[config.mk]
export PLATFORM = sky130hd
export DESIGN_NAME = fetch_ctrl
export DESIGN_NICKNAME = d
export VERILOG_FILES = /design/src/rtl/fetch_ctrl.sv
export SDC_FILE = /design/constraint.sdc
export NUM_CORES = 1
export LEC_CHECK = 0
export ABC_AREA = 0
export CAP_MARGIN = 25
export CORE_ASPECT_RATIO = 1.75
export CORE_MARGIN = 8
export CORE_UTILIZATION = 47
export CTS_CLUSTER_DIAMETER = 100
export CTS_CLUSTER_SIZE = 20
export DETAILED_ROUTE_END_ITERATION = 16
export PLACE_DENSITY = 0.91
export SETUP_SLACK_MARGIN = 0.3
export SYNTH_ARGS = -nofsm -noshare
export SYNTH_HDL_FRONTEND = slang
export SYNTH_SLANG_ARGS = --single-unit
export TNS_END_PERCENT = 10
[constraint.sdc]
create_clock -name Clk -period 4.31 [get_ports Clk]
set_input_delay 0.431 -clock Clk [delete_from_list [all_inputs] [get_ports Clk]]
set_output_delay 0.431 -clock Clk [all_outputs]
set_load 0.005 [all_outputs]
[src/rtl/fetch_ctrl.sv]
// Instruction-fetch sequencer: owns the PC, drives a registered-address ROM, waits out
// its read latency and presents each word to decode over valid/ready. Option: PC_WRAP_EN.
module fetch_ctrl #(
  parameter int unsigned ADDR_W   = 7,
  parameter int unsigned DATA_W   = 16,
  parameter int unsigned ROM_LAT  = 2,
  parameter int unsigned RESET_PC = 0
) (
  input  logic              Clk,
  input  logic              ResetN,
  input  logic              Start,
  input  logic              Halt,
  output logic [ADDR_W-1:0] RomAddr,
  input  logic [DATA_W-1:0] RomQ,
  output logic [DATA_W-1:0] IR,
  output logic              IrValid,
  input  logic              IrReady,
  output logic [ADDR_W-1:0] PC,
  input  logic              BrEn,
  input  logic [ADDR_W-1:0] BrTarget,
  output logic              Busy,
  output logic              Done
);

  localparam int unsigned CW = (ROM_LAT < 1) ? 1 : $clog2(ROM_LAT + 1);

  typedef enum logic [1:0] {
    S_IDLE   = 2'd0,
    S_WAIT   = 2'd1,
    S_VALID  = 2'd2,
    S_HALTED = 2'd3
  } state_t;

  state_t              state_q, state_d;
  logic [ADDR_W-1:0]   romaddr_q, romaddr_d;
  logic [DATA_W-1:0]   ir_q, ir_d;
  logic [ADDR_W-1:0]   pc_q, pc_d;
  logic [CW-1:0]       latcnt_q, latcnt_d;
  logic [ADDR_W-1:0]   seq_pc;

  assign seq_pc = pc_q + ADDR_W'(1);

  always_ff @(posedge Clk) begin
    if (!ResetN) begin
      state_q   <= S_IDLE;
      romaddr_q <= '0;
      ir_q      <= '0;
      pc_q      <= '0;
      latcnt_q  <= '0;
    end else begin
      state_q   <= state_d;
      romaddr_q <= romaddr_d;
      ir_q      <= ir_d;
      pc_q      <= pc_d;
      latcnt_q  <= latcnt_d;
    end
  end

  always_comb begin
    state_d   = state_q;
    romaddr_d = romaddr_q;
    ir_d      = ir_q;
    pc_d      = pc_q;
    latcnt_d  = latcnt_q;
    unique case (state_q)
      S_IDLE, S_HALTED: begin
        if (Start && !Halt) begin
          romaddr_d = ADDR_W'(RESET_PC);
          latcnt_d  = '0;
          state_d   = S_WAIT;
        end
      end
      S_WAIT: begin
        if (Halt) begin
          latcnt_d = '0;
          state_d  = S_HALTED;
        end else if (latcnt_q == CW'(ROM_LAT)) begin
          ir_d     = RomQ;
          pc_d     = romaddr_q;
          latcnt_d = '0;
          state_d  = S_VALID;
        end else begin
          latcnt_d = latcnt_q + CW'(1);
        end
      end
      S_VALID: begin
        // Halt beats a same-edge accept: the word is consumed but nothing further is fetched.
        if (Halt) begin
          state_d = S_HALTED;
        end else if (IrReady) begin
          latcnt_d = '0;
          if (BrEn) begin
            romaddr_d = BrTarget;
            state_d   = S_WAIT;
          end else if (pc_q == '1) begin
`ifdef PC_WRAP_EN
            romaddr_d = seq_pc;
            state_d   = S_WAIT;
`else
            state_d   = S_HALTED;
`endif
          end else begin
            romaddr_d = seq_pc;
            state_d   = S_WAIT;
          end
        end
      end
      default: state_d = S_IDLE;
    endcase
  end

  assign RomAddr = romaddr_q;
  assign IR      = ir_q;
  assign PC      = pc_q;
  assign IrValid = (state_q == S_VALID);
  assign Busy    = (state_q == S_WAIT) || (state_q == S_VALID);
  assign Done    = (state_q == S_HALTED);

endmodule

==> results.ini <==
[cts]
postCtsSetupRepairBufs = 0
cts_resized = 0
cts_tree = built
cts.path.max_buffers = 2
clk_pin_slew_ns = 0.07
clock-root-buffer = clkbuf_8
htree_levels = 2
cts_buffers = 5
holdBufCountCts = 0
clock_sinks = 34
insertion_delay_ns = 0.29

[worst_hold_path]
whs_path_depth = 2
min_from = IR[10]$_SDFFE_PN0P_
hold_end = IR[10]$_SDFFE_PN0P_
hold_class = reg2reg

[synthesis]
yosysWarnings = 0
ys_ff_latch = 34
syn_inst = 195
yosys.area_share.simple = 0.259
synthTopCellsByCount = nand2_1, dfxtp_1, a21boi_0
syn_area_per_cell_um2 = 8.44
synth.area.top_cells = dfxtp_1, nand2_1, a21boi_0, a21boi_1, ha_1
synth_adder_area_share = 0.0304
yosysTopAreaCellShare = 0.414
synth.most_common_cell = nand2_1
synth.area.mux_share = 0.0312
synth_top_family_by_area = simple AND/OR/NAND/NOR gates
synth_nets = 228
syn_area_um2 = 1650
synth_xor_area_frac = 0.0160
netlist-cell-type-count = 38
synth_top_cell_by_area = dfxtp_1
synthFlopType = dfxtp_1
async_reset_ff_frac = 0
synth-compound-area-share = 0.208
ys_seq_area_frac = 0.414
synth_edf_count = 0

[setup_path]
crit_arrival_ns = 1.72
regToRegStartpoint = state_q[0]$_SDFFE_PN0P_
r2r_slack_ns = 2.42
path_max_fanout = 6
worstSetupStartpointType = register
endpoint_kind = output port
reg2regPathDepth = 6
reg2reg_to = latcnt_q[0]$_SDFFE_PN0P_
crit_required_ns = 3.88
worstSetupPathType = reg2out

[route]
routed_wl_um = 4520
drt_pre_antenna_iters = 4
ant_nets = 0
dr.first_iter.drc_count = 41
drc_errors = 0
routedWlPerCell_um = 15.1
dr_total_vias = 1590
avgViaCountPerCell = 5.32

[grt]
grt_pass1_wl_um = 7250
grt_pass1_vias = 1590
gr-total-overflow = 0
grt_usage = 0.164
grt_antenna_before_repair = 0
grt_max_degree = 35

[floorplanning]
fp.dieH_um = 94.3
dieArea_um2 = 5720
io_pins = 62
start_util = 0.489
core_um2 = 3360
die_w_um = 60.7
rows = 28

[timing]
finalMaxSlewViolations = 0
finalHoldViolations = 0
rsz0062_at_grt = no
min_period_ns = 2.15
fin_tns_setup_ns = 0
setup_viol = 0
fin_skew_ns = 0.00238
slew_headroom = 0.329
fmax_mhz = 465
finalCritPeriodShare = 0.499
tightest_slew_ns = 1.00

[placement]
portBuffers = 61
place_area_um2 = 2280
place_hpwl_um = 3380
place_congestion = 0.821

[layout]
final_util = 0.700
syn2layout_area_growth_pct = 43.1
layout.nets = 287
insertedDiodeCount = 0
drive_gt1_frac = 0.0630
fillers = 281
fin_area_um2 = 2350

[power]
ir_drop_mv = 0.303
power_density_nw_per_um2 = 298
power.leakage_nw = 0.801
power.total_mw = 0.701

[run]
cap_viol_max_count = 0

[status]
status = completed

-- state kept, by name, indices dropped and copies added, names as in the netlist --
name / count
PC: 7
IR: 16
RomAddr: 7
latcnt_q: 2
state_q: 2
-- layout by cell type, fill, tap and decap left out, types with 5 or more instances in the layout --
master            n
nand3_1           6
o21ai_0           6
a21boi_1          7
nand2_1          56
dfxtp_1          34
inv_1             7
a21boi_0         20
clkbuf_8          5
clkdlybuf4s50_1  61
-- power by group --
group	internal, mW	switching (mW)
clock network	0.108	0.114
registers	0.322	0.00758
logic	0.0826	0.0676
-- per-layer routing --
layer	global-route usage	vias up	routed length, µm	part of all wire
met5	0	-	0	0
met4	0.0861	0	119	0.026
met2	0.301	52	2500	0.55
met3	0.0343	12	241	0.053
met1	0.160	748	1660	0.37
li1	-	778	-	-
-- final cells by class --
class / instances / area (µm²) / share of cell area
clock buffers: 5 / 68.8 / 0.0292
clock inverters: 2 / 10.0 / 0.00425
inverters: 7 / 26.3 / 0.0112
multi-input cells: 144 / 895 / 0.380
flip-flops and latches: 34 / 681 / 0.289
well taps: 45 / 56.3 / 0.0239
repair buffers: 62 / 618 / 0.262
-- how the worst max path moves through the flow --
stage / start / endpoint / slack [ns]
after floorplan: state_q[0]$_SDFFE_PN0P_ / latcnt_q[0]$_SDFFE_PN0P_ / 2.58
after global placement: Halt / IR[13]$_SDFFE_PN0P_ / 2.11
after detailed placement: Halt / IR[12]$_SDFFE_PN0P_ / 2.06
after CTS: state_q[0]$_SDFFE_PN0P_ / Busy / 2.15
after global routing: state_q[0]$_SDFFE_PN0P_ / Busy / 2.09
final: state_q[0]$_SDFFE_PN0P_ / Busy / 2.16
-- critical path: stages, from the launching register on --
cell             delay (ns)
dfxtp_1                0.39
inv_1                  0.06
ha_1                   0.37
inv_1                  0.10
clkdlybuf4s50_1        0.52
-- per-stage QoR --
| step | hold slack [ns] | cells | worst slack [ns] |
|---|---|---|---|
| 2_1_floorplan | 0.451 | 195 | 2.58 |
| 3_3_place_gp | 0.447 | 292 | 2.11 |
| 3_5_place_dp | 0.453 | 292 | 2.06 |
| 4_1_cts | 0.463 | 299 | 2.15 |
| 5_1_grt | 0.486 | 299 | 2.09 |
| 6_report | 0.464 | 299 | 2.16 |
-- logic make-up after synthesis --
| family | Yosys count |
|---|---|
| mux | 5 |
| simple gates | 84 |
| compound gates | 48 |
| fa+ha+maj | 4 |
| flops | 34 |
| xor+xnor | 3 |
| buf+inv | 17 |
Note: power is estimated with default switching activity, not from simulation.
==> patch 1: new RTL, config.mk and constraints unchanged <==
The option `PC_WRAP_EN` is turned on by a define.
--- a/src/rtl/fetch_ctrl.sv
+++ b/src/rtl/fetch_ctrl.sv
@@ -1,4 +1,6 @@
 // Instruction-fetch sequencer: owns the PC, drives a registered-address ROM, waits out
 // its read latency and presents each word to decode over valid/ready. Option: PC_WRAP_EN.
+`define PC_WRAP_EN
+
 module fetch_ctrl #(
   parameter int unsigned ADDR_W   = 7,
Behaviour: not the same (a bounded check fails within 10 cycles, from zero or initial values and one cycle with ResetN low).
==> patch 1 against the unedited design <==
- power is 7.7% higher
- routed wire length fell by 9.6%
- area after synthesis down 9.1%
- worst setup slack better by 0.040 ns
- register-to-register slack lost 0.12 ns
- sequential cell count is the same
- design area is 6.0% lower
- clock power grew 8%
- largest power group unchanged
==> patch 1: results (changes against the unedited design) <==
Synth Area in Compound Gates 0.172 (-0.0352); Vias per Instance 5.10 (-4.2%); met2 Track Usage GR 0.279 (-0.0218); HPWL Detailed 3110 um (-8.1%); Yosys cell types 27 (-29%); Post-Synth Adder-Cell Area 0.0335 (+0.00305); Layout fillers 265 (-5.7%); internal power 544 uW (+6.2%); met3 wire len 253 um (+5.0%); layout net count 282 (-1.7%); asr flop ratio synth 0 (unchanged); min-delay src IR[12]; relative slew slack 0.420 (+0.0914); GR Layer Usage met3 0.0471 (+0.0128); vias in the first global route 1480 (-6.9%); GPL Wtd Cong 0.837 (+2.0%); Metal-1 WL 1460 um (-12%); Synth Area in XOR/XNOR 0.0176 (+0.00160); Setup WS pre-CTS 2.08 ns (+0.0202 ns); DRT Wirelength 4090 um (-9.6%); mux contribution to synthesized area 0.0343 (+0.00313); commonest cells in the netlist 54 x nand2_1, 34 x dfxtp_1, 25 x a21oi_1; VDD IR-drop max 0.290 mV (-4.4%); Pre-antenna DRT Iters 6 (+2); setup slack, reg-to-reg 2.30 ns (-0.12 ns); hold slack 0.457 ns (-0.00675 ns); Placement Cell Area 2120 um^2 (-6.9%); Hold Crit Class flip-flop to flip-flop; first-pass GRT wire length 6600 um (-8.9%); status finished, final reports clean; layout cells sized above 1 0.0400 (-0.0230); skew final 0.00354 ns (+0.00116 ns); top cells by area, synth dfxtp_1 46%, nand2_1 14%, a21oi_1 8.4%; final non-filler cell total 293 (-2.0%); Seq/Total Area, Yosys 0.455 (+0.0415); metal2 WL 2250 um (-9.8%); R2R Path Start state_q[0]; syn nets 224 (-1.8%); critical path arrival 1.68 ns (-0.04 ns); Synth Instances 191 (-2.1%); largest net degree at the start of global routing 30 (-14%)
-- patch 1: changes by cell type after synthesis, sizes merged, moves of 2 or more --
| cell | unedited run | this run |
|---|---|---|
| a211o | 2 | 0 |
| a21boi | 27 | 0 |
| a21oi | 1 | 25 |
| a22oi | 1 | 4 |
| nand2 | 56 | 54 |
| nand2b | 4 | 6 |
| nand3 | 7 | 5 |
| nor2 | 1 | 7 |
| nor2b | 4 | 2 |
| nor4b | 2 | 0 |
| or3b | 2 | 0 |
-- patch 1: power groups by stage --
stage	clock, mW	sequential, mW	combinational [mW]
6_report	0.239	0.332	0.184
2_1_floorplan	0	0.338	0.113
3_3_place_gp	0	0.339	0.179
4_1_cts	0.247	0.332	0.183
3_5_place_dp	0	0.340	0.181
5_1_grt	0.263	0.333	0.201
-- patch 1: area by class of cell --
type / instances / area, um^2 / area share
sequential: 34 / 681 / 0.308
clock inverter: 2 / 12.5 / 0.00565
timing repair buffer: 62 / 618 / 0.279
clock buffer: 6 / 82.6 / 0.0373
multi-input combinational: 140 / 743 / 0.336
inverter: 6 / 22.5 / 0.0102
tap: 43 / 53.8 / 0.0243
-- patch 1: kinds of logic after synthesis --
family	after synthesis
AOI/OAI and AO/OA	45
xor gates and xnor gates	3
adders and majority gates	4
buffers and inverters	17
DFF	34
muxes	5
and+or+nand+nor	83
-- patch 1: final timing paths --
check / to / cells past startpoint
hold / removal: IR[12] / 2
setup / recovery: Busy / 4
setup reg to reg: RomAddr[0] / 6
hold reg to reg: IR[12] / 2
-- patch 1: worst register-to-register path, delay by kind of cell (launching register included) --
kind | cells | cell delay [ns]
buf+inv | 1 | 0.06
compound gates | 1 | 0.23
fa+ha+maj | 1 | 0.37
flops | 1 | 0.36
simple gates | 3 | 0.85
==> patch 2: new RTL, same flow settings <==
Without the edit above. Encoding of `state_t`: now one-hot (4 bits for 4 states).
--- a/src/rtl/fetch_ctrl.sv
+++ b/src/rtl/fetch_ctrl.sv
@@ -25,9 +25,9 @@
   localparam int unsigned CW = (ROM_LAT < 1) ? 1 : $clog2(ROM_LAT + 1);
 
-  typedef enum logic [1:0] {
-    S_IDLE   = 2'd0,
-    S_WAIT   = 2'd1,
-    S_VALID  = 2'd2,
-    S_HALTED = 2'd3
+  typedef enum logic [3:0] {
+    S_IDLE   = 4'b0001,
+    S_WAIT   = 4'b0010,
+    S_VALID  = 4'b0100,
+    S_HALTED = 4'b1000
   } state_t;
 
Function: same outputs for any inputs over 10 cycles, from zero or initial values and one cycle with ResetN low; not proved beyond that.
==> patch 2 against the unedited design <==
- power grew 23%
- clock power grew 32%
- sequential cell count grew 2
- area after synthesis grew 4.9%
- cell count shrank 4.0%
- design area grew 4.7%
- hold slack gained 0.031 ns
- clock skew grew 0.0036 ns
- worst setup slack lost 0.23 ns
- routed wire length grew 0.29%
- critical path type unchanged
==> patch 2: results (changes against the unedited design) <==
Yosys cell types 42 (+11%); Hold Crit Class flip-flop to flip-flop; Reg clk slew, reported paths 0.07 ns (about the same); CTS resizes 0 (unchanged); latest clock arrival within the worst-skew pair 0.29 ns (about the same); Placement Cell Area 2360 um^2 (+3.6%); first-pass GRT wire length 7070 um (-2.4%); vias post-DR 1537 (-3.3%); Vias per Instance 5.36 (+0.71%); H-tree depth 2 (unchanged); CTS root buffer clkbuf_8; Starting DRT DRC Count 53 (+29%); leak pwr 0.849 nW (+5.9%); top cells by area, synth dfxtp_1 42%, mux2i_1 18%, nor2_1 5.9%; HPWL Detailed 3450 um (+2.1%); slowest cell delay on critical path 0.54 ns (+0.02 ns); VDD IR-drop max 0.285 mV (-6.2%); PortBufs 61 (unchanged); commonest cells in the netlist 36 x dfxtp_1, 31 x mux2i_1, 27 x nor2_1; gr usage total 0.158 (-0.00532); Inserted Clock Buffers 5 (unchanged); status finished, final reports clean; Antenna diodes 0 (unchanged); Worst Max-Slew Pin Slew 0.508 ns (-0.495 ns); layout net count 270 (-5.9%); critical path arrival 1.95 ns (+0.23 ns); Layout fillers 298 (+6.0%); placed cell count 279 (-4.5%); Top FF cell, synth dfxtp_1; DRT Wirelength 4530 um (+0.29%); CP max stage cell or4b_4; clk buf depth 2 (unchanged); Top delay family on crit path buffers and inverters; vias in the first global route 1584 (-0.38%); Pre-antenna DRT Iters 4 (unchanged); GPL Wtd Cong 0.871 (+6.2%); skew final 0.00601 ns (+0.00363 ns); initial antenna violation count 0 (unchanged); asr flop ratio synth 0 (unchanged); Seq/Total Area, Yosys 0.417 (+0.00370); postcts setup bufs 0 (unchanged); syn nets 208 (-8.8%); Synth Instances 178 (-8.7%); Largest register FFs 16 (unchanged); CP max FO 7 (+1); layout cells sized above 1 0.0705 (+0.00755); synth warn 0 (unchanged); largest net degree at the start of global routing 25 (-29%)
==> patch 2: cell type report <==
type | instances | share of cell area
multi-input cells | 131 | 0.382
flip-flops and latches | 36 | 0.292
repair buffers | 63 | 0.254
clock buffers | 6 | 0.0294
well taps | 46 | 0.0233
clock inverters | 2 | 0.0142
inverters | 3 | 0.00507
==> patch 2: path summary, 6_finish.rpt <==
| path | start | slack, ns | end | depth (start not counted) |
|---|---|---|---|---|
| max | state_q[2] | 1.93 | IrValid | 3 |
| min | RomAddr[4] | 0.50 | RomAddr[4] | 2 |
| max reg2reg | state_q[1] | 2.53 | PC[1] | 5 |
| min reg2reg | RomAddr[4] | 0.50 | RomAddr[4] | 2 |
==> patch 2: kinds of logic after synthesis <==
logic type	Yosys count	synth area share
buf+inv	11	0.0398
flops	36	0.417
mux	32	0.186
xor+xnor	5	0.0254
fa+ha+maj	1	0.00725
compound gates	23	0.120
simple gates	70	0.204
==> patch 2: worst min-delay path: cells and delay by family (launching register included) <==
| kind | cells | cell delay (ns) |
|---|---|---|
| DFF | 1 | 0.33 |
| muxes | 1 | 0.06 |
| and+or+nand+nor | 1 | 0.06 |
==> patch 2: layer usage <==
layer	routed length (um)	GRT usage
met5	0	0
met4	134	0.0803
met3	227	0.0549
met2	2380	0.276
met1	1790	0.157
==> patch 2: through the flow <==
step	hold slack, ns	util	setup WS [ns]
global placement	0.471	0.663	1.94
detailed placement	0.482	0.663	1.88
CTS	0.492	0.694	1.92
global route	0.524	0.694	1.88
finish	0.495	0.694	1.93
floorplan	0.463	-	2.71
==> patch 2: where the power goes <==
part	internal (mW)	leakage (nW)	switching [mW]
registers	0.344	0.290	0.0215
logic	0.110	0.503	0.0947
clock network	0.172	0.0552	0.121
